===== config.mk =====
export PLATFORM = sky130hd
export DESIGN_NAME = if_stage
export DESIGN_NICKNAME = d
export VERILOG_FILES = /design/src/rtl/if_stage.sv
export SDC_FILE = /design/constraint.sdc
export NUM_CORES = 1
export LEC_CHECK = 0
export BUFFER_PORTS_ARGS = -buffer_cell sky130_fd_sc_hd__buf_2
export CAP_MARGIN = 0
export CORE_MARGIN = 5
export CORE_UTILIZATION = 41
export CTS_CLUSTER_DIAMETER = 120
export DETAILED_ROUTE_END_ITERATION = 16
export PLACE_DENSITY = 0.67
export SYNTH_ARGS = -nofsm -noshare
export SYNTH_HDL_FRONTEND = slang
export SYNTH_SLANG_ARGS = --single-unit

===== constraint.sdc =====
create_clock -name clk -period 2.6 [get_ports clk]
set_input_delay 0.13 -clock clk [delete_from_list [all_inputs] [get_ports clk]]
set_output_delay 0.13 -clock clk [all_outputs]
set_load 0.02 [all_outputs]

===== src/rtl/if_stage.sv =====
// Instruction-fetch stage: owns the PC, drives imem address,
// and loads the IF/ID register under stall/flush/redirect/halt.
module if_stage #(
    parameter int               XLEN       = 32,
    parameter logic [XLEN-1:0]  RESET_PC   = '0,
    parameter int               PC_STEP    = 4,
    parameter logic [XLEN-1:0]  HALT_INSTR = '1
) (
    input  logic            clk,
    input  logic            rst,
    input  logic            stall_i,
    input  logic            flush_i,
    input  logic            redirect_valid_i,
    input  logic [XLEN-1:0] redirect_pc_i,
    output logic [XLEN-1:0] imem_addr_o,
    input  logic [XLEN-1:0] imem_rdata_i,
    output logic            if_id_valid_o,
    output logic [XLEN-1:0] if_id_pc_o,
    output logic [XLEN-1:0] if_id_pc_next_o,
    output logic [XLEN-1:0] if_id_instr_o,
    output logic            halted_o,
    output logic [31:0]     fetch_count_o
);

    localparam logic [XLEN-1:0] STEP  = XLEN'(PC_STEP);
    localparam logic [XLEN-1:0] AMASK = ~XLEN'(3);

    typedef enum logic [1:0] {
        BOOT = 2'd0,
        RUN  = 2'd1,
        HALT = 2'd2
    } state_t;

    typedef struct packed {
        logic            valid;
        logic [XLEN-1:0] pc;
        logic [XLEN-1:0] pc_next;
        logic [XLEN-1:0] instr;
    } if_id_t;

    state_t          state_q, state_d;
    logic [XLEN-1:0] pc_q, pc_d;
    if_id_t          ifid_q, ifid_d;
    logic [31:0]     cnt_q, cnt_d;

    logic            in_boot, in_run, in_halt;
    logic            do_redir, do_fetch, do_hold, do_bubble;
    logic            run_ok, halt_ok, is_halt;
    logic [XLEN-1:0] target, pc_inc;

    assign in_boot = (state_q == BOOT);
    assign in_run  = (state_q == RUN);
    assign in_halt = (state_q == HALT);
    assign run_ok  = in_run & ~redirect_valid_i;
    assign halt_ok = in_halt & ~redirect_valid_i;
    assign is_halt = (imem_rdata_i == HALT_INSTR);
    assign target  = redirect_pc_i & AMASK;
    assign pc_inc  = pc_q + STEP;

    // Mutually exclusive actions; redirect outranks stall and flush.
    assign do_redir  = (in_run | in_halt) & redirect_valid_i;
    assign do_fetch  = run_ok & ~stall_i & ~flush_i;
    assign do_hold   = (run_ok & stall_i & ~flush_i)
                     | (halt_ok & stall_i);
    assign do_bubble = (run_ok & flush_i)
                     | (halt_ok & ~stall_i);

    // State register.
    always_ff @(posedge clk) begin
        if (rst) state_q <= BOOT;
        else     state_q <= state_d;
    end

    // Next-state logic: one boot cycle, then run until a halt word.
    always_comb begin
        state_d = state_q;
        unique case (state_q)
            BOOT:    state_d = RUN;
            RUN:     if (do_fetch && is_halt) state_d = HALT;
            HALT:    if (do_redir) state_d = RUN;
            default: state_d = BOOT;
        endcase
    end

    // FSM outputs.
    always_comb begin
        halted_o = in_halt;
    end

    // Next PC, IF/ID and counter values for the selected action.
    always_comb begin
        pc_d   = pc_q;
        ifid_d = ifid_q;
        cnt_d  = cnt_q;
        unique case (1'b1)
            in_boot: begin
                ifid_d.valid = 1'b0;
            end
            do_redir: begin
                pc_d         = target;
                ifid_d.valid = 1'b0;
            end
            do_fetch: begin
                ifid_d.valid   = 1'b1;
                ifid_d.pc      = pc_q;
                ifid_d.pc_next = pc_inc;
                ifid_d.instr   = imem_rdata_i;
                cnt_d          = cnt_q + 32'd1;
                if (!is_halt) pc_d = pc_inc;
            end
            do_hold: begin
                ifid_d = ifid_q;
            end
            do_bubble: begin
                ifid_d.valid = 1'b0;
            end
            default: begin
                ifid_d = ifid_q;
            end
        endcase
    end

    // PC, IF/ID register and fetch counter.
    always_ff @(posedge clk) begin
        if (rst) begin
            pc_q   <= RESET_PC;
            ifid_q <= '0;
            cnt_q  <= '0;
        end else begin
            pc_q   <= pc_d;
            ifid_q <= ifid_d;
            cnt_q  <= cnt_d;
        end
    end

    assign imem_addr_o     = pc_q;
    assign if_id_valid_o   = ifid_q.valid;
    assign if_id_pc_o      = ifid_q.pc;
    assign if_id_pc_next_o = ifid_q.pc_next;
    assign if_id_instr_o   = ifid_q.instr;
    assign fetch_count_o   = cnt_q;

endmodule

==> flow_metrics.tcl <==
set metrics [dict create \
    grt_pass1_vias 6486 \
    reg2reg_slack_ns 0.24 \
    clk_path_buf_depth 2 \
    grt_setup_unrepaired "no" \
    grt_pass1_wl_mm 33.29 \
    critPathCaptureType "flip-flop" \
    setup_viol 0 \
    die_area_um2 20090 \
    dp_hpwl_mm 13.99 \
    h-tree-depth 4 \
    vias 7071 \
    p_switching_mw 2.184 \
    fin_area_um2 9343 \
    setup_ws_ns 0.2426 \
    clk_latency_ns 0.41 \
    period_share 0.9067 \
    track_usage 0.2002 \
    synth_edf_count 0 \
    grt_max_degree 153 \
    synth.cell_area_um2 7116 \
    antenna_found_initial 2 \
    drive_above_1_share 0.2591 \
    p_leak_nw 3.901 \
    drt_iter0_drc 347 \
    ant_nets 0 \
    layout.nets 1189 \
    startpoint "state_q[1]$_SDFFE_PP0P_" \
    grt_overflow_total 0 \
    rr_worst_depth 7 \
    pwr-share-clk 0.367 \
    ys_seq_elements 157 \
    area_growth_pct 31.30 \
    cp.required_ns 2.88 \
    timing.hold.ws_ns 0.03907 \
    drc 0 \
    wl_per_cell_um 15.37 \
    critPathKind "reg -> reg" \
    swShare 0.3189 \
    path_max_fanout 55 \
    period_needed_ns 2.357 \
    timing.fmax_ghz 0.4242 \
    dieHeight_um 141.7 \
    coreArea_um2 17180 \
    hold_viol 0 \
    status "finished, final reports clean" \
    yosysUniqueCellTypes 53 \
    hold_class "in -> reg" \
    arrival_ns 2.64 \
    stdcell_count 1354 \
    p_total_mw 6.847 \
    drt-pass1-iter-count 4 \
    skew_ns 0.005657 \
    place_area_um2 8403 \
    fin_tns_setup_ns 0 \
    final_util 0.5439 \
    vias_per_cell 5.222 \
    n_fill_cell 1654 \
    start_util 0.4143 \
    gp_congestion 0.7866 \
    cellPowerDensity_nw_per_um2 732.9 \
    seq_power_share 0.416 \
    rows 48 \
    clockRootBuffer "clkbuf_16" \
    synth_seq_area_share 0.4417 \
    cts_setup_buffers 0 \
    synth.avg_cell_area_um2 7.986 \
    place_inst 1287 \
    clock_sinks 157 \
    slew_viol_final 0 \
    max_slew_margin 0.4679 \
    comb_power_share 0.216 \
    cts-buffers-inserted 17 \
    start_kind "flip-flop" \
    tritoncts "built" \
    die_x_um 141.7 \
    vdd_drop_max_uv 423.6 \
    yosys_warnings 0 \
    r2r_end "imem_addr_o[26]$_SDFFE_PP0P_" \
    ios 231 \
    io_buffers 222 \
    drv_cap 0 \
    endpoint "imem_addr_o[26]$_SDFFE_PP0P_" \
    wirelength_mm 20.82 \
    r2r_start "state_q[1]$_SDFFE_PP0P_" \
    synthCells 891 \
    synth_ff_type "dfxtp_1" \
    dp_slack_ns 0.1856 \
    path_clk_slew_ns 0.06 \
    synthArstFlopShare 0 \
    worst_slew_pin_slew_ns 0.7932 \
    intPower_mw 4.663 \
]
cell families (layout without fill, tap and decap cells):
logic type | count (synthesis) | after routing | synth area share
multiplexers | 4 | 4 | 0.005978
flip-flops | 157 | 157 | 0.4417
buffers and inverters | 91 | 322 | 0.05486
AO/OA/AOI/OAI | 217 | 217 | 0.1867
adder cells (fa/ha/maj) | 6 | 6 | 0.01055
AND/OR/NAND/NOR | 372 | 372 | 0.2467
XOR/XNOR | 43 | 43 | 0.05293
other | 1 | 8 | 0.0005270
cells in the final DEF (no fill, tap or decap), drive strengths merged, types with 2 or more instances in the layout:
| master | netlist | layout |
|---|---|---|
| dlygate4sd3 | 0 | 33 |
| a41o | 3 | 3 |
| xnor2 | 16 | 16 |
| ha | 6 | 6 |
| conb | 1 | 6 |
| mux2i | 2 | 2 |
| or3 | 8 | 8 |
| nand2 | 176 | 176 |
| a21o | 6 | 6 |
| diode | 0 | 2 |
| buf | 35 | 246 |
| mux2 | 2 | 2 |
| a31oi | 5 | 5 |
| clkinvlp | 0 | 5 |
| o31ai | 7 | 7 |
| a211oi | 25 | 25 |
| nor4 | 9 | 9 |
| inv | 10 | 12 |
| and4 | 5 | 5 |
| xor2 | 27 | 27 |
| nor2 | 69 | 69 |
| o31a | 7 | 7 |
| dfxtp | 157 | 157 |
| nor2b | 2 | 2 |
| clkinv | 1 | 3 |
| and3 | 13 | 13 |
| clkbuf | 45 | 21 |
| o21ai | 23 | 23 |
| o32ai | 16 | 16 |
| a32oi | 4 | 4 |
| and2 | 5 | 5 |
| bufinv | 0 | 2 |
| nor3 | 14 | 14 |
| or2 | 2 | 2 |
| or4 | 2 | 2 |
| nand3b | 2 | 2 |
| nand3 | 28 | 28 |
| a22oi | 3 | 3 |
| a21oi | 113 | 113 |
| nand4 | 34 | 34 |
power groups by stage:
stage,clock network (mW),registers [mW],logic [mW]
6_report,2.52,2.85,1.48
4_1_cts,2.58,2.85,1.49
3_3_place_gp,0,2.89,1.43
3_5_place_dp,0,2.90,1.44
2_1_floorplan,0,3.03,0.818
5_1_grt,2.69,2.89,1.63
state kept, by name, indices dropped and copies added (netlist names):
signal           count
fetch_count_o       32
if_id_instr_o       32
if_id_pc_next_o     30
if_id_pc_o          30
imem_addr_o         30
state_q              2
if_id_valid_o        1
final cells by class:
class	instances	area [µm²]	share of cell area
repair buffers	279	1662	0.1778
diodes	2	5.005	0.0005357
flip-flops and latches	157	3143	0.3364
well taps	225	281.5	0.03013
multi-input cells	648	3607	0.3861
clock buffers	21	470.5	0.05035
clock inverters	11	132.6	0.01420
inverters	11	41.29	0.004419
layer usage:
metal / routed length [µm] / up-vias / track usage
met5: 0 / - / 0
li1: - / 3569 / -
met4: 592 / 0 / 0.08788
met1: 9480 / 3246 / 0.2672
met2: 9393 / 218 / 0.3118
met3: 1348 / 38 / 0.04382
what timing repair did:
item | CTS | global route
gates resized for setup | 0 | 1
hold buffers | 33 | 0
endpoints found under the hold margin | 33 | 0
setup endpoints to repair | 0 | 4
cells in the mapped netlist (2+ instances only):
library cell / count / share of area
a31oi_1: 5 / 0.0044
a21o_1: 6 / 0.0063
mux2_2: 2 / 0.0032
or3_1: 8 / 0.0070
dfxtp_1: 157 / 0.44
clkbuf_1: 44 / 0.023
buf_2: 17 / 0.012
or2_2: 2 / 0.0018
nor2b_1: 2 / 0.0018
o32ai_1: 16 / 0.020
and3_1: 13 / 0.011
nor4_1: 7 / 0.0062
nand4_2: 2 / 0.0035
nand3b_1: 2 / 0.0021
nor3_1: 12 / 0.0084
a41o_1: 3 / 0.0042
a211oi_1: 25 / 0.026
and4_1: 5 / 0.0062
inv_1: 10 / 0.0053
xor2_1: 27 / 0.033
or4_1: 2 / 0.0021
mux2i_1: 2 / 0.0028
a21oi_1: 113 / 0.079
xnor2_1: 16 / 0.020
nand4_1: 32 / 0.028
ha_1: 6 / 0.011
nand2_1: 176 / 0.093
buf_4: 7 / 0.0074
buf_1: 11 / 0.0058
a32oi_1: 4 / 0.0049
a22oi_1: 3 / 0.0032
nand3_1: 27 / 0.019
o31a_1: 7 / 0.0086
and2_1: 5 / 0.0044
o31ai_1: 7 / 0.0074
o21ai_0: 23 / 0.016
nor2_1: 69 / 0.036
worst max-delay path, cell delays in order (launching register included):
cell	delay (ns)
dfxtp_1	0.31
inv_1	0.12
ha_1	0.24
or4b_4	0.60
buf_4	0.35
a311o_1	0.37
o21ai_0	0.12
o31ai_1	0.11
how the worst min path moves through the flow:
stage                                         end  cells after the start        startpoint
CTS                   imem_addr_o[2]$_SDFFE_PP0P_                      3  redirect_pc_i[2]
floorplan              if_id_valid_o$_SDFFE_PP0P_                      1           flush_i
detailed placement  if_id_instr_o[0]$_SDFFE_PP0N_                      3   imem_rdata_i[0]
global placement    if_id_instr_o[0]$_SDFFE_PP0N_                      3   imem_rdata_i[0]
global route          imem_addr_o[2]$_SDFFE_PP0P_                      3  redirect_pc_i[2]
finish                imem_addr_o[2]$_SDFFE_PP0P_                      3  redirect_pc_i[2]
Note: power is estimated with default switching activity, not from simulation.
